**config.mk**
```make
export PLATFORM = sky130hd
export DESIGN_NAME = control_fsm
export DESIGN_NICKNAME = d
export VERILOG_FILES = /design/src/rtl/control_pkg.sv /design/src/rtl/control_decode.sv /design/src/rtl/control_fsm.sv
export SDC_FILE = /design/constraint.sdc
export NUM_CORES = 1
export LEC_CHECK = 0
export ABC_CLOCK_PERIOD_IN_PS = 2200
export BUFFER_PORTS_ARGS = -buffer_cell sky130_fd_sc_hd__buf_2
export CAP_MARGIN = 30
export CORE_MARGIN = 2
export CORE_UTILIZATION = 49
export DETAILED_ROUTE_END_ITERATION = 8
export GPL_TIMING_DRIVEN = 0
export MAX_ROUTING_LAYER = met4
export PLACE_DENSITY_LB_ADDON = 0.15
export SYNTH_ARGS = -nofsm -noshare
export SYNTH_HDL_FRONTEND = slang
export SYNTH_SLANG_ARGS = --single-unit
```
**constraint.sdc**
```tcl
create_clock -name clk -period 2.2 [get_ports clk]
set_input_delay 0.11 -clock clk [delete_from_list [all_inputs] [get_ports clk]]
set_output_delay 0.11 -clock clk [all_outputs]
set_load 0.005 [all_outputs]
```
**src/rtl/control_pkg.sv**
```systemverilog
// Shared constants and types for the instruction-sequencing controller:
// opcode map, ALU operation codes, PC-select encodings, FSM states and
// the instruction classes produced by the decoder.
package control_pkg;

  // Opcode map (4-bit instruction opcode field)
  localparam logic [3:0] OP_ADD  = 4'd0;
  localparam logic [3:0] OP_SUB  = 4'd1;
  localparam logic [3:0] OP_SFT  = 4'd2;
  localparam logic [3:0] OP_INC  = 4'd3;
  localparam logic [3:0] OP_LIM  = 4'd4;
  localparam logic [3:0] OP_MVB  = 4'd5;
  localparam logic [3:0] OP_MVF  = 4'd6;
  localparam logic [3:0] OP_BNE  = 4'd7;
  localparam logic [3:0] OP_BEQ  = 4'd8;
  localparam logic [3:0] OP_BLT  = 4'd9;
  localparam logic [3:0] OP_JMP  = 4'd10;
  localparam logic [3:0] OP_LB   = 4'd11;
  localparam logic [3:0] OP_LHB  = 4'd12;
  localparam logic [3:0] OP_STR  = 4'd13;
  localparam logic [3:0] OP_HALT = 4'd14;
  localparam logic [3:0] OP_TBA  = 4'd15;

  // ALU operation codes (zero-extended to the alu_inst width)
  localparam logic [3:0] ALUOP_ADD   = 4'd0;
  localparam logic [3:0] ALUOP_SUB   = 4'd1;
  localparam logic [3:0] ALUOP_SFT_L = 4'd2;
  localparam logic [3:0] ALUOP_SFT_R = 4'd3;
  localparam logic [3:0] ALUOP_INC   = 4'd4;
  localparam logic [3:0] ALUOP_DEC   = 4'd5;
  localparam logic [3:0] ALUOP_BNE   = 4'd6;
  localparam logic [3:0] ALUOP_BEQ   = 4'd7;
  localparam logic [3:0] ALUOP_BLT   = 4'd8;
  localparam logic [3:0] ALUOP_NONE  = 4'd0;

  // PC source selection
  localparam logic [1:0] PC_SEL_NEXT   = 2'd0;
  localparam logic [1:0] PC_SEL_BRANCH = 2'd1;
  localparam logic [1:0] PC_SEL_JUMP   = 2'd2;

  typedef enum logic [2:0] {
    ST_FETCH,
    ST_DECODE,
    ST_EXECUTE,
    ST_MEM,
    ST_WRITEBACK,
    ST_HALT,
    ST_ERROR
  } state_t;

  typedef enum logic [2:0] {
    CLS_ALU,
    CLS_BRANCH,
    CLS_JUMP,
    CLS_LOAD,
    CLS_STORE,
    CLS_HALT,
    CLS_TRAP
  } iclass_t;

  // True for classes that need a data-memory transaction after EXECUTE
  function automatic logic uses_data_mem(input iclass_t cls);
    return (cls == CLS_LOAD) || (cls == CLS_STORE);
  endfunction

endpackage

```
**src/rtl/control_decode.sv**
```systemverilog
// Purely combinational instruction decoder: maps the captured opcode and
// immediate flag to an ALU operation code and an instruction class.
module control_decode
  import control_pkg::*;
(
  input  logic [3:0] opcode,
  input  logic       imm_flag,
  output logic [3:0] alu_op,
  output iclass_t    iclass
);

  // Opcode table; opcodes without an ALU role report ALUOP_NONE
  always_comb begin
    alu_op = ALUOP_NONE;
    iclass = CLS_TRAP;
    case (opcode)
      OP_ADD:  begin alu_op = ALUOP_ADD; iclass = CLS_ALU; end
      OP_SUB:  begin alu_op = ALUOP_SUB; iclass = CLS_ALU; end
      // imm_flag picks shift direction (1 = right)
      OP_SFT:  begin alu_op = imm_flag ? ALUOP_SFT_R : ALUOP_SFT_L; iclass = CLS_ALU; end
      // imm_flag picks increment (1) or decrement (0)
      OP_INC:  begin alu_op = imm_flag ? ALUOP_INC : ALUOP_DEC; iclass = CLS_ALU; end
      OP_LIM:  iclass = CLS_ALU;
      OP_MVB:  iclass = CLS_ALU;
      OP_MVF:  iclass = CLS_ALU;
      OP_BNE:  begin alu_op = ALUOP_BNE; iclass = CLS_BRANCH; end
      OP_BEQ:  begin alu_op = ALUOP_BEQ; iclass = CLS_BRANCH; end
      OP_BLT:  begin alu_op = ALUOP_BLT; iclass = CLS_BRANCH; end
      OP_JMP:  iclass = CLS_JUMP;
      OP_LB:   iclass = CLS_LOAD;
      OP_LHB:  iclass = CLS_LOAD;
      OP_STR:  iclass = CLS_STORE;
      OP_HALT: iclass = CLS_HALT;
      OP_TBA:  iclass = CLS_TRAP;
      default: iclass = CLS_TRAP;
    endcase
  end

endmodule

```
**src/rtl/control_fsm.sv**
```systemverilog
// Multi-cycle instruction sequencer: fetch / decode / execute / memory /
// writeback with a memory-wait timeout, halt and error recovery, and a
// retired-instruction counter.
module control_fsm
  import control_pkg::*;
#(
  parameter int ALU_W  = 4,
  parameter int CNT_W  = 16,
  parameter int MEM_TO = 15
) (
  input  logic             clk,
  input  logic             reset,
  input  logic [3:0]       opcode,
  input  logic             imm_flag,
  input  logic             branch_taken,
  input  logic             mem_ready,
  input  logic             resume,
  output logic             mem_req,
  output logic             ifetch,
  output logic             read_mem,
  output logic             write_mem,
  output logic             ir_load,
  output logic [ALU_W-1:0] alu_inst,
  output logic             write_reg,
  output logic             pc_en,
  output logic [1:0]       pc_sel,
  output logic             halted,
  output logic             illegal_op,
  output logic             mem_timeout,
  output logic [CNT_W-1:0] retired
);

  // Wait counter must hold values up to MEM_TO-1
  localparam int WAIT_W = $clog2(MEM_TO + 1);
  localparam logic [WAIT_W-1:0] WAIT_LAST = WAIT_W'(MEM_TO - 1);

  state_t            state_reg, state_next;
  logic [3:0]        opcode_reg;
  logic              imm_reg;
  iclass_t           iclass_reg;
  logic [ALU_W-1:0]  alu_reg;
  logic [WAIT_W-1:0] wait_cnt_reg, wait_cnt_next;
  logic [CNT_W-1:0]  retired_reg;
  logic              halt_entry;
  logic              retire;

  logic [3:0]        dec_alu;
  iclass_t           dec_class;

  control_decode u_decode (
    .opcode   (opcode_reg),
    .imm_flag (imm_reg),
    .alu_op   (dec_alu),
    .iclass   (dec_class)
  );

  // State register, wait counter and retired counter
  always_ff @(posedge clk or posedge reset) begin
    if (reset) begin
      state_reg    <= ST_FETCH;
      wait_cnt_reg <= '0;
      retired_reg  <= '0;
    end else begin
      state_reg    <= state_next;
      wait_cnt_reg <= wait_cnt_next;
      if (retire) begin
        retired_reg <= retired_reg + CNT_W'(1);
      end
    end
  end

  // Instruction register and latched decode results
  always_ff @(posedge clk or posedge reset) begin
    if (reset) begin
      opcode_reg <= '0;
      imm_reg    <= 1'b0;
      iclass_reg <= CLS_ALU;
      alu_reg    <= '0;
    end else begin
      if (ir_load) begin
        opcode_reg <= opcode;
        imm_reg    <= imm_flag;
      end
      if (state_reg == ST_DECODE) begin
        iclass_reg <= dec_class;
        alu_reg    <= ALU_W'(dec_alu);
      end
    end
  end

  // Next-state and strobe generation; every output is forced low in reset
  always_comb begin
    state_next    = state_reg;
    wait_cnt_next = '0;
    mem_req       = 1'b0;
    ifetch        = 1'b0;
    read_mem      = 1'b0;
    write_mem     = 1'b0;
    ir_load       = 1'b0;
    write_reg     = 1'b0;
    pc_en         = 1'b0;
    pc_sel        = PC_SEL_NEXT;
    halted        = 1'b0;
    illegal_op    = 1'b0;
    mem_timeout   = 1'b0;
    halt_entry    = 1'b0;

    if (reset) begin
      state_next = ST_FETCH;
    end else begin
      case (state_reg)
        ST_FETCH: begin
          mem_req  = 1'b1;
          ifetch   = 1'b1;
          read_mem = 1'b1;
          if (mem_ready) begin
            ir_load    = 1'b1;
            state_next = ST_DECODE;
          end else if (wait_cnt_reg == WAIT_LAST) begin
            state_next = ST_ERROR;
          end else begin
            wait_cnt_next = wait_cnt_reg + WAIT_W'(1);
          end
        end

        ST_DECODE: begin
          state_next = ST_EXECUTE;
        end

        ST_EXECUTE: begin
          case (iclass_reg)
            CLS_ALU: state_next = ST_WRITEBACK;
            CLS_BRANCH: begin
              pc_en      = 1'b1;
              pc_sel     = branch_taken ? PC_SEL_BRANCH : PC_SEL_NEXT;
              state_next = ST_FETCH;
            end
            CLS_JUMP: begin
              pc_en      = 1'b1;
              pc_sel     = PC_SEL_JUMP;
              state_next = ST_FETCH;
            end
            CLS_HALT: begin
              halt_entry = 1'b1;
              state_next = ST_HALT;
            end
            CLS_TRAP: begin
              // Unknown instruction: flag it and step past it
              illegal_op = 1'b1;
              pc_en      = 1'b1;
              state_next = ST_FETCH;
            end
            default: begin
              if (uses_data_mem(iclass_reg)) begin
                state_next = ST_MEM;
              end else begin
                state_next = ST_FETCH;
              end
            end
          endcase
        end

        ST_MEM: begin
          mem_req   = 1'b1;
          read_mem  = (iclass_reg == CLS_LOAD);
          write_mem = (iclass_reg == CLS_STORE);
          if (mem_ready) begin
            if (iclass_reg == CLS_LOAD) begin
              state_next = ST_WRITEBACK;
            end else begin
              // Store completes here; nothing to write back
              pc_en      = 1'b1;
              state_next = ST_FETCH;
            end
          end else if (wait_cnt_reg == WAIT_LAST) begin
            state_next = ST_ERROR;
          end else begin
            wait_cnt_next = wait_cnt_reg + WAIT_W'(1);
          end
        end

        ST_WRITEBACK: begin
          write_reg  = 1'b1;
          pc_en      = 1'b1;
          state_next = ST_FETCH;
        end

        ST_HALT: begin
          halted = 1'b1;
          if (resume) begin
            pc_en      = 1'b1;
            state_next = ST_FETCH;
          end
        end

        ST_ERROR: begin
          // Resume retries the same PC, so the PC is left untouched
          mem_timeout = 1'b1;
          if (resume) begin
            state_next = ST_FETCH;
          end
        end

        default: begin
          state_next = ST_FETCH;
        end
      endcase
    end
  end

  assign retire   = pc_en | halt_entry;
  assign alu_inst = alu_reg;
  assign retired  = retired_reg;

endmodule

```
== After elaboration in Yosys (flattened, before gate mapping) ==
Cells that the tools add are included.

* Register bits after elaboration: 35
* Bits in latches: 0
* Bits in writable memories: 0
* Bits in read-only memories: 0
* Output and inout bits: 32
* Logic and storage cells: 99
* Memories: 0

* Add/sub/neg operators: 2
* Multiply operators: 0
* Div/mod/pow operators: 0
* Order comparisons: 0
* Equal/unequal tests: 29
* Shift-type cells: 0
* Multiplexer cells: 50
* Bitwise logic cells: 1
* Reductions and logical operators: 10

{| class="wikitable"
|+ Operators by type and width
! kind !! number
|-
| equality test 4 bit, second input constant || 9
|-
| 2-to-1 mux 1 bit || 30
|-
| one-hot mux 4 bit (6 select lines) || 1
|-
| one-hot mux 3 bit (7 select lines) || 1
|-
| equality test 3 bit, second input constant || 6
|-
| 2-to-1 mux 3 bit || 6
|-
| adder 16 x 1 -> 16 bit, second input constant || 1
|-
| equality test 4 x 3 -> 1 bit, second input constant || 4
|-
| 2-to-1 mux 4 bit || 4
|-
| one-hot mux 3 bit (5 select lines) || 1
|-
| equality test 3 x 2 -> 1 bit, second input constant || 4
|-
| one-hot mux 3 bit (3 select lines) || 1
|-
| equality test 4 x 2 -> 1 bit, second input constant || 2
|-
| OR reduction 7 bit || 1
|-
| equality test 3 x 1 -> 1 bit, second input constant || 2
|-
| logical NOT 3 bit || 2
|-
| 2-to-1 mux 2 bit || 3
|-
| OR reduction 2 bit || 3
|-
| OR reduction 3 bit || 2
|-
| adder 4 x 1 -> 4 bit, second input constant || 1
|-
| equality test 4 x 1 -> 1 bit, second input constant || 1
|-
| logical NOT 4 bit || 1
|-
| one-hot mux 1 bit (4 select lines) || 1
|-
| one-hot mux 2 bit (2 select lines) || 1
|-
| other kinds (4) || 4
|}

== Logic depth before layout (Yosys ltp) ==
Gate-level depths: netlist of run 1.

* Depth in word-level cells: 6
* Depth in mapped cells: 7

== Cells and area by module ==
From an unflattened synthesis of run 1, not the netlist that was laid out.

* Cells, all modules: 191
* Area total of the unflattened synthesis: 2023.2 um^2

{| class="wikitable"
|+ Modules (own cells, without submodules)
! module !! instances !! cells an instance !! area an instance (um^2) !! seq. area each (um^2)
|-
| control_fsm || 1 || 169 || 1833.0 || 875.8
|-
| control_decode || 1 || 22 || 190.2 || 0.0
|}

== Worst setup path before layout of run 1 ==
OpenSTA, ideal clock, no wires.

* Path kind: reg-to-reg
* Start point: register iclass_reg[0]
* End point: register retired_reg[9], in the netlist retired[9]
* Setup time: 0.123 ns
* Arrival time: 1.963 ns
* Required time: 2.077 ns
* Slack: 0.114 ns
* Stages on the path, launching flop included: 8
* Path buffers: 2
* Period minus slack after synthesis: 2.086 ns
* Path through: dfrtp_1 > buf_6 > and3b_1 > buf_6 > o32a_4 > a211oi_4 > or3b_1 > xnor2_1

* Longest elaborated chain between the ends: 6
* Elaborated cells on any way between the ends: 15

{| class="wikitable"
|+ RTL lines
! what !! line !! RTL
|-
| start, declared || control_fsm.sv:40 || <nowiki>iclass_t iclass_reg;</nowiki>
|-
| start signal, assigned || control_fsm.sv:85 || <nowiki>iclass_reg <= dec_class;</nowiki>
|-
| equality test 3 bit, or another cell as far along || control_fsm.sv:131 || <nowiki>case (iclass_reg)</nowiki>
|-
| OR reduction 3 bit (no line) or 2-to-1 mux 1 bit (tied branches) || -- ||
|-
| 2-to-1 mux 1 bit (on tied branches) || control_fsm.sv:131, control_fsm.sv:167 ||
|-
| one-hot mux 1 bit (4 select lines) || control_fsm.sv:111 || <nowiki>case (state_reg)</nowiki>
|-
| 2-to-1 mux 1 bit || control_fsm.sv:108 || <nowiki>if (reset) begin</nowiki>
|-
| OR 1 bit * || control_fsm.sv:211 || <nowiki>assign retire = pc_en | halt_entry;</nowiki>
|-
| end signal, assigned || control_fsm.sv:67 || <nowiki>retired_reg <= retired_reg + CNT_W'(1);</nowiki>
|-
| end, declared || control_fsm.sv:43 || <nowiki>logic [CNT_W-1:0] retired_reg;</nowiki>
|}

Mark *: on every way between the ends. The rest lies on a longest branch, timed or not.
A chain may end at the register's enable or synchronous reset.

== Worst setup path after layout of run 1 ==
Same ends and word-level chain as after synthesis.

==> impl_metrics.prom, run 1 <==
# TYPE chip_impl_metric gauge
chip_impl_info{name="run_status",value="completed"} 1
chip_impl_metric{name="post_synth.cell_area_avg",unit="um2"} 9.49
chip_impl_metric{name="maxSlewViolCount",unit=""} 0
chip_impl_metric{name="ff2ff_path_depth",unit=""} 7
chip_impl_metric{name="postSynth.asyncResetShare",unit="%"} 100
chip_impl_metric{name="worst_clock_skew",unit="ns"} 0.00590
chip_impl_metric{name="synthesis.yosys.warnings",unit=""} 0
chip_impl_metric{name="power_leakage",unit="nW"} 1.10
chip_impl_metric{name="numClockSinks",unit=""} 35
chip_impl_metric{name="place.detailed.instances",unit=""} 295
chip_impl_metric{name="worst-endpoint-required",unit="ns"} 2.36
chip_impl_metric{name="worst_skew_pair.late_latency",unit="ns"} 0.28
chip_impl_metric{name="cts-hold-fix-buffers",unit=""} 0
chip_impl_metric{name="detailroute.via_count",unit=""} 1625
chip_impl_metric{name="timing.max_cap.violations",unit=""} 0
chip_impl_metric{name="post_synth_num_cell_types",unit=""} 48
chip_impl_metric{name="setup_total_negative_slack",unit="ns"} 0
chip_impl_metric{name="design.portCount",unit=""} 42
chip_impl_metric{name="path_depth",unit=""} 7
chip_impl_info{name="clk_root_buffer_cell",value="sky130_fd_sc_hd__clkbuf_8"} 1
chip_impl_info{name="cp_delay_by_family_top",value="compound AO/OA/AOI/OAI gates"} 1
chip_impl_metric{name="cp.arrival",unit="ns"} 2.27
chip_impl_metric{name="crit_path_max_fanout",unit=""} 9
chip_impl_metric{name="vert_die_dim",unit="um"} 67.2
chip_impl_metric{name="drive_gt1_share",unit="%"} 25.1
chip_impl_metric{name="grt_pass1_vias",unit=""} 1509
chip_impl_metric{name="drt_drc_violations_left",unit=""} 0
chip_impl_info{name="cpMostUsedCell",value="sky130_fd_sc_hd__buf_6"} 1
chip_impl_metric{name="post_synth_and_or_nand_nor_area_fraction",unit="%"} 23.0
chip_impl_metric{name="drt_iter0_markers",unit=""} 139
chip_impl_metric{name="setup-violations-final",unit=""} 0
chip_impl_metric{name="port_buffers",unit=""} 40
chip_impl_metric{name="max-slew-margin-rel",unit="%"} 56.0
chip_impl_info{name="synth_top_family_by_area",value="simple AND/OR/NAND/NOR gates"} 1
chip_impl_info{name="capturing_instance_or_port_of_the_critical_path",value="retired[9]"} 1
chip_impl_metric{name="placement.cell_area",unit="mm2"} 0.00224
chip_impl_metric{name="hpwlAfterDp",unit="um"} 2970
chip_impl_metric{name="design.core.area",unit="mm2"} 0.00374
chip_impl_metric{name="synthesis.area",unit="mm2"} 0.00196
chip_impl_metric{name="die_area",unit="mm2"} 0.00451
chip_impl_metric{name="worst-path-buf-inv",unit=""} 2
chip_impl_info{name="end_kind",value="register"} 1
chip_impl_metric{name="drt_first_pass_iters",unit=""} 4
chip_impl_metric{name="r2r_slack",unit="ns"} 0.09
chip_impl_metric{name="drt-vias-per-instance",unit=""} 5.36
chip_impl_info{name="worst_reg2reg_startpoint",value="iclass_reg[0]"} 1
chip_impl_metric{name="power",unit="mW"} 1.98
chip_impl_metric{name="stdcell_area",unit="mm2"} 0.00234
chip_impl_metric{name="grt.overflow.total",unit=""} 0
chip_impl_info{name="hp-class",value="in2reg"} 1
chip_impl_metric{name="die_width",unit="um"} 67.2
chip_impl_info{name="critical_path.startpoint_type",value="register"} 1
chip_impl_metric{name="multi_input_comb_area",unit="um2"} 980
chip_impl_metric{name="yosys-mux-area-fraction",unit="%"} 2.82
chip_impl_info{name="synth_ff_type",value="sky130_fd_sc_hd__dfrtp_1"} 1
chip_impl_info{name="synthTopCellsByArea",value="sky130_fd_sc_hd__dfrtp_1 45%, sky130_fd_sc_hd__xnor2_1 7.2%, sky130_fd_sc_hd__nor2_1 4.4%"} 1
chip_impl_info{name="slowest_stage",value="sky130_fd_sc_hd__o32a_4"} 1
chip_impl_metric{name="cts-buffers-inserted",unit=""} 5
chip_impl_metric{name="placement_rows",unit=""} 22
chip_impl_metric{name="initial_core_util",unit="%"} 52.2
chip_impl_metric{name="finalCriticalPeriod",unit="ns"} 2.11
chip_impl_metric{name="yosys.area_share.xor_xnor",unit="%"} 10.3
chip_impl_metric{name="final_hold_violation_count",unit=""} 0
chip_impl_metric{name="path_clk_slew",unit="ns"} 0.07
chip_impl_metric{name="wl_per_cell",unit="um"} 13.1
chip_impl_metric{name="clock_path_buffers",unit=""} 2
chip_impl_metric{name="synth.ff_latch_count",unit=""} 35
chip_impl_info{name="worstSetupStartpoint",value="iclass_reg[0]"} 1
chip_impl_metric{name="ys_seq_area_share",unit="%"} 44.8
chip_impl_metric{name="post-synth-top-area-fraction",unit="%"} 44.8
chip_impl_info{name="timing.critical_path.cells",value="buf_6 > and3b_1 > buf_6 > o32a_4 > a211oi_4 > or3b_1 > xnor2_1"} 1
chip_impl_info{name="top_cell_type_by_total_area_after_synthesis",value="sky130_fd_sc_hd__dfrtp_1"} 1
chip_impl_metric{name="max_clock_freq",unit="MHz"} 474
chip_impl_info{name="criticalPathCategory",value="reg2reg"} 1
chip_impl_metric{name="critPathMaxStageDelay",unit="ns"} 0.41
chip_impl_metric{name="powerDensity",unit="mW/mm2"} 847
chip_impl_metric{name="vdd_drop_max",unit="mV"} 0.575
chip_impl_metric{name="final_cycle_share",unit="%"} 95.8
chip_impl_info{name="min-delay-start",value="opcode[3]"} 1
chip_impl_metric{name="flow.area_growth_from_synthesis",unit="%"} 19.6
chip_impl_info{name="tritoncts",value="built"} 1
chip_impl_metric{name="number_of_flops_mapped_to_enable_cells_by_yosys",unit=""} 0
chip_impl_info{name="unrepaired_setup_endpoints_after_global_routing",value="no"} 1
chip_impl_info{name="top_cell_types_by_occurrence_after_synthesis",value="35 x sky130_fd_sc_hd__dfrtp_1, 23 x sky130_fd_sc_hd__nor2_1, 19 x sky130_fd_sc_hd__nand2_1"} 1
chip_impl_metric{name="antenna_left",unit=""} 0
chip_impl_metric{name="initial_antenna_violation_count",unit=""} 0
chip_impl_metric{name="nets",unit=""} 268
chip_impl_metric{name="tightest_slew",unit="ns"} 0.660
chip_impl_metric{name="clock_tree.htree_level_count",unit=""} 2
chip_impl_metric{name="wire_length_of_the_first_global_routing_pass",unit="um"} 6850
chip_impl_metric{name="synth_adder_area_share",unit="%"} 1.92
chip_impl_metric{name="routabilityCongestion",unit=""} 0.888
chip_impl_metric{name="grt_start_max_net_pins",unit=""} 23
chip_impl_metric{name="layout.cells.non_filler",unit=""} 303
chip_impl_metric{name="register_area",unit="um2"} 876
chip_impl_metric{name="grt.total_usage",unit="%"} 20.5
chip_impl_metric{name="nFillCells",unit=""} 338
chip_impl_metric{name="syn_inst",unit=""} 206
chip_impl_info{name="post-synth-top-count-cell",value="sky130_fd_sc_hd__dfrtp_1"} 1
chip_impl_metric{name="antenna-diode-count",unit=""} 0
chip_impl_metric{name="hold_slack",unit="ns"} 0.0330
chip_impl_metric{name="route.final.wire_length",unit="um"} 3980
chip_impl_info{name="r2r_end",value="retired[9]"} 1
chip_impl_metric{name="largest_register_ff_count",unit=""} 16
chip_impl_metric{name="synth-compound-area-share",unit="%"} 12.1
chip_impl_metric{name="synth.net_count",unit=""} 219
==> kinds of logic (layout without fill, tap and decap cells) <==
logic type / after synthesis / after routing
buf+inv: 20 / 69
compound gates: 32 / 32
flops: 35 / 35
xor+xnor: 23 / 23
fa+ha+maj: 3 / 3
simple gates: 88 / 88
mux: 5 / 5
==> through the flow <==
stage / utilization [%] / setup WS, ns
finish: 62.5 / 0.0924
global route: 62.5 / 0.0113
detailed placement: 59.9 / -0.0655
CTS: 62.5 / 0.0757
global placement: 59.2 / -0.0324
floorplan: - / 0.114
==> worst min-delay path by stage <==
| stage | cells after the start | slack [ns] | end |
|---|---|---|---|
| floorplan | 1 | 0.20 | state_reg[2] |
| global placement | 3 | 0.31 | opcode_reg[3] |
| detailed placement | 3 | 0.32 | opcode_reg[3] |
| CTS | 3 | 0.03 | opcode_reg[3] |
| global route | 3 | 0.05 | opcode_reg[3] |
| finish | 3 | 0.03 | opcode_reg[3] |
==> layout make-up <==
cell class,instances,share of cell area (%)
Multi-Input combinational cell,151,41.9
Sequential cell,35,37.4
Timing Repair Buffer,42,10.1
Clock buffer,6,3.53
Buffer,14,3.37
Tap cell,48,2.57
Inverter,6,0.963
Clock inverter,1,0.214
==> worst reg2reg max path: stages, from the launching register on <==
cell	delay (ns)
sky130_fd_sc_hd__dfrtp_1	0.38
sky130_fd_sc_hd__buf_6	0.14
sky130_fd_sc_hd__and3b_1	0.18
sky130_fd_sc_hd__buf_6	0.13
sky130_fd_sc_hd__o32a_4	0.41
sky130_fd_sc_hd__a211oi_4	0.24
sky130_fd_sc_hd__or3b_1	0.38
sky130_fd_sc_hd__xnor2_1	0.14
==> per-layer routing <==
metal  up-vias  global-route usage (%)  part of all wire (%)
met5         -                       -                     0
met4         0                    5.61                  0.48
met3         2                    4.67                   4.5
met2        40                    30.4                    46
met1       764                    28.4                    48
li1        819                       -                     -
==> cells in the final DEF (no fill, tap or decap), types with 2 or more instances in the layout <==
cell                       count
sky130_fd_sc_hd__dfrtp_1      35
sky130_fd_sc_hd__nand2_1      19
sky130_fd_sc_hd__clkbuf_1      7
sky130_fd_sc_hd__xor2_1        7
sky130_fd_sc_hd__inv_1         6
sky130_fd_sc_hd__nand3_1       7
sky130_fd_sc_hd__nor3_1        7
sky130_fd_sc_hd__ha_1          3
sky130_fd_sc_hd__nor2b_1       4
sky130_fd_sc_hd__nor4_1        3
sky130_fd_sc_hd__and3_1        5
sky130_fd_sc_hd__clkbuf_8      6
sky130_fd_sc_hd__o22ai_1       2
sky130_fd_sc_hd__a21oi_1       4
sky130_fd_sc_hd__buf_6         3
sky130_fd_sc_hd__nand2b_1      2
sky130_fd_sc_hd__a211oi_1      2
sky130_fd_sc_hd__nand4_1       7
sky130_fd_sc_hd__o21ai_0      11
sky130_fd_sc_hd__buf_2        42
sky130_fd_sc_hd__nor2_1       23
sky130_fd_sc_hd__xnor2_1      16
sky130_fd_sc_hd__mux2_2        4
==> what timing repair did <==
item	CTS	global route
setup endpoints to repair	1	1
pin swaps	1	0
cloned	0	0
gates resized for setup	0	2
setup buffers	1	0
==> power by group <==
part           internal [mW]  total [mW]  switching [mW]  leakage, nW
logic                  0.305       0.660           0.355        0.597
registers              0.758       0.860           0.102        0.460
clock network          0.245       0.462           0.216       0.0470
No activity file was read; power rests on OpenSTA's default activity.
==> run 2: changes to the inputs <==
--- a/config.mk
+++ b/config.mk
@@ -8,8 +8,10 @@
 export ABC_CLOCK_PERIOD_IN_PS = 2200
 export BUFFER_PORTS_ARGS = -buffer_cell sky130_fd_sc_hd__buf_2
 export CAP_MARGIN = 30
+export CELL_PAD_IN_SITES_DETAIL_PLACEMENT = 1
+export CELL_PAD_IN_SITES_GLOBAL_PLACEMENT = 1
 export CORE_MARGIN = 2
-export CORE_UTILIZATION = 49
+export CORE_UTILIZATION = 37
 export DETAILED_ROUTE_END_ITERATION = 8
 export GPL_TIMING_DRIVEN = 0
 export MAX_ROUTING_LAYER = met4
==> impl_metrics.prom, run 2 (synthesis results as in run 1) <==
# TYPE chip_impl_metric gauge
chip_impl_metric{name="power_leakage",unit="nW"} 1.10
chip_impl_metric{name="hpwlAfterDp",unit="um"} 3450
chip_impl_metric{name="path_clk_slew",unit="ns"} 0.07
chip_impl_metric{name="max-slew-margin-rel",unit="%"} 50.4
chip_impl_metric{name="route.final.wire_length",unit="um"} 4580
chip_impl_metric{name="maxSlewViolCount",unit=""} 0
chip_impl_info{name="criticalPathCategory",value="reg2reg"} 1
chip_impl_metric{name="die_width",unit="um"} 76.7
chip_impl_metric{name="flow.area_growth_from_synthesis",unit="%"} 21.2
chip_impl_info{name="layout_commonest_cell",value="sky130_fd_sc_hd__buf_2"} 1
chip_impl_info{name="slowest_stage",value="sky130_fd_sc_hd__o32a_4"} 1
chip_impl_metric{name="routabilityCongestion",unit=""} 0.789
chip_impl_metric{name="antenna_left",unit=""} 0
chip_impl_metric{name="numClockSinks",unit=""} 35
chip_impl_info{name="clk_root_buffer_cell",value="sky130_fd_sc_hd__clkbuf_8"} 1
chip_impl_metric{name="finalCriticalPeriod",unit="ns"} 2.11
chip_impl_metric{name="largest_register_ff_count",unit=""} 16
chip_impl_metric{name="grt_start_max_net_pins",unit=""} 37
chip_impl_metric{name="crit_path_max_fanout",unit=""} 9
chip_impl_info{name="routed.top_layer",value="met4"} 1
chip_impl_metric{name="clock_tree.htree_level_count",unit=""} 2
chip_impl_metric{name="wl_per_cell",unit="um"} 14.1
chip_impl_metric{name="drive_gt1_share",unit="%"} 25.5
chip_impl_info{name="critical_path.startpoint_type",value="register"} 1
chip_impl_metric{name="wl_met2",unit="um"} 2150
chip_impl_metric{name="drt-vias-per-instance",unit=""} 5.13
chip_impl_info{name="run_status",value="completed"} 1
chip_impl_metric{name="powerDensity",unit="mW/mm2"} 902
chip_impl_info{name="tritoncts",value="built"} 1
chip_impl_metric{name="design.core.area",unit="mm2"} 0.00511
chip_impl_metric{name="worst-endpoint-required",unit="ns"} 2.37
chip_impl_metric{name="grt_pass1_vias",unit=""} 1683
chip_impl_metric{name="drt_first_pass_iters",unit=""} 4
chip_impl_metric{name="vdd_drop_max",unit="mV"} 0.544
chip_impl_metric{name="final_cycle_share",unit="%"} 95.7
chip_impl_metric{name="wirelength_met1",unit="um"} 2230
chip_impl_info{name="timing.critical_path.cells",value="buf_6 > and3b_1 > buf_6 > o32a_4 > a211oi_4 > or3b_1 > xnor2_1"} 1
chip_impl_metric{name="final_hold_violation_count",unit=""} 0
chip_impl_metric{name="die_area",unit="mm2"} 0.00588
chip_impl_metric{name="cp.arrival",unit="ns"} 2.28
chip_impl_metric{name="grt.total_usage",unit="%"} 17.1
chip_impl_metric{name="path_depth",unit=""} 7
chip_impl_metric{name="finalWorstSetupSlack",unit="ns"} 0.0940
chip_impl_metric{name="ff2ff_path_depth",unit=""} 7
chip_impl_metric{name="initial_antenna_violation_count",unit=""} 0
chip_impl_metric{name="detailroute.via_count",unit=""} 1666
chip_impl_metric{name="port_buffers",unit=""} 40
chip_impl_metric{name="max_clock_freq",unit="MHz"} 475
chip_impl_metric{name="worst-path-buf-inv",unit=""} 2
chip_impl_metric{name="place_ws",unit="ns"} -0.0796
chip_impl_metric{name="clock_path_buffers",unit=""} 2
chip_impl_metric{name="initial_core_util",unit="%"} 38.3
chip_impl_metric{name="drt_iter0_markers",unit=""} 69
chip_impl_metric{name="worst_skew_pair.late_latency",unit="ns"} 0.28
chip_impl_info{name="cp_delay_by_family_top",value="compound AO/OA/AOI/OAI gates"} 1
chip_impl_metric{name="cts-buffers-inserted",unit=""} 5
chip_impl_info{name="mostFrequentLayoutCells",value="42 x sky130_fd_sc_hd__buf_2, 35 x sky130_fd_sc_hd__dfrtp_1, 23 x sky130_fd_sc_hd__nor2_1"} 1
chip_impl_metric{name="drt_drc_violations_left",unit=""} 0
chip_impl_metric{name="wl_met3",unit="um"} 161
chip_impl_metric{name="timing.max_cap.violations",unit=""} 0
chip_impl_info{name="cpMostUsedCell",value="sky130_fd_sc_hd__buf_6"} 1
chip_impl_info{name="end_kind",value="register"} 1
chip_impl_metric{name="tightest_slew",unit="ns"} 0.743
chip_impl_metric{name="vert_die_dim",unit="um"} 76.7
chip_impl_metric{name="grt.overflow.total",unit=""} 0
chip_impl_info{name="unrepaired_setup_endpoints_after_global_routing",value="no"} 1
chip_impl_metric{name="setup-violations-final",unit=""} 0
chip_impl_metric{name="nets",unit=""} 267
chip_impl_metric{name="antenna-diode-count",unit=""} 0
chip_impl_metric{name="worst_clock_skew",unit="ns"} 0.00427
chip_impl_info{name="hp-class",value="in2reg"} 1
chip_impl_metric{name="worstHoldPathCells",unit=""} 2
chip_impl_metric{name="cts-hold-fix-buffers",unit=""} 0
chip_impl_metric{name="power",unit="mW"} 2.14
chip_impl_metric{name="critPathMaxStageDelay",unit="ns"} 0.40
chip_impl_metric{name="wire_length_of_the_first_global_routing_pass",unit="um"} 8060
chip_impl_metric{name="placement_rows",unit=""} 26
chip_impl_metric{name="design.portCount",unit=""} 42
run 2: changes by cell type in the layout (fill, tap and decap cells not counted):
| cell | previous run | this run |
|---|---|---|
| sky130_fd_sc_hd__buf_16 | 1 | 0 |
| sky130_fd_sc_hd__bufinv_16 | 0 | 1 |
| sky130_fd_sc_hd__inv_1 | 6 | 5 |
| sky130_fd_sc_hd__inv_2 | 0 | 1 |
run 2: per-layer routing:
layer | global-route usage [%] | vias to the layer above
met5 | - | -
met2 | 26.9 | 29
li1 | - | 816
met4 | 3.82 | 0
met3 | 3.53 | 5
met1 | 23.0 | 816
run 2: stage by stage:
step / hold slack, ns / cells / utilization [%] / instance area, um2 / setup TNS [ns]
final: 0.0315 / 325 / 46.4 / 2370 / 0
after detailed placement: 0.324 / 316 / 43.9 / 2240 / -0.0796
after global routing: 0.0279 / 325 / 46.4 / 2370 / 0
after CTS: 0.0203 / 325 / 46.4 / 2370 / 0
after floorplan: 0.204 / 206 / - / 1960 / 0
after global placement: 0.315 / 316 / 43.9 / 2240 / -0.0700
run 2: worst paths after layout:
path,startpoint,to,slack [ns]
max reg2reg,iclass_reg[0],retired[9],0.09
min in group asynchronous,reset,retired[1],0.17
min,resume,state_reg[2],0.03
min reg2reg,retired[15],retired[15],0.47
max,iclass_reg[0],retired[9],0.09
max in group asynchronous,reset,alu_inst[1],1.56
run 2: layout make-up:
| cell class | instances | area [um2] |
|---|---|---|
| inverters | 6 | 22.5 |
| multi-input cells | 151 | 980 |
| well taps | 70 | 87.6 |
| repair buffers | 41 | 208 |
| clock inverters | 2 | 35.0 |
| clock buffers | 6 | 82.6 |
| fillers | 634 | 2740 |
| flip-flops and latches | 35 | 876 |
| plain buffers | 14 | 78.8 |
run 2: worst register-to-register path, cell delays in order, from the launching register on:
cell,delay [ns]
sky130_fd_sc_hd__dfrtp_1,0.38
sky130_fd_sc_hd__buf_6,0.14
sky130_fd_sc_hd__and3b_1,0.19
sky130_fd_sc_hd__buf_6,0.13
sky130_fd_sc_hd__o32a_4,0.40
sky130_fd_sc_hd__a211oi_4,0.25
sky130_fd_sc_hd__or3b_1,0.38
sky130_fd_sc_hd__xnor2_1,0.13
run 2: what timing repair did:
| item | in CTS | in global routing |
|---|---|---|
| pin swaps | 1 | 0 |
| endpoints found under the setup margin | 1 | 1 |
| resized for setup | 0 | 2 |
| buffers inserted | 1 | 0 |
run 2: power by group:
part           leakage, nW  switching (mW)  internal (mW)
logic                0.583           0.366          0.302
registers            0.460           0.105          0.757
clock network       0.0612           0.239          0.367
total                 1.10           0.710           1.43
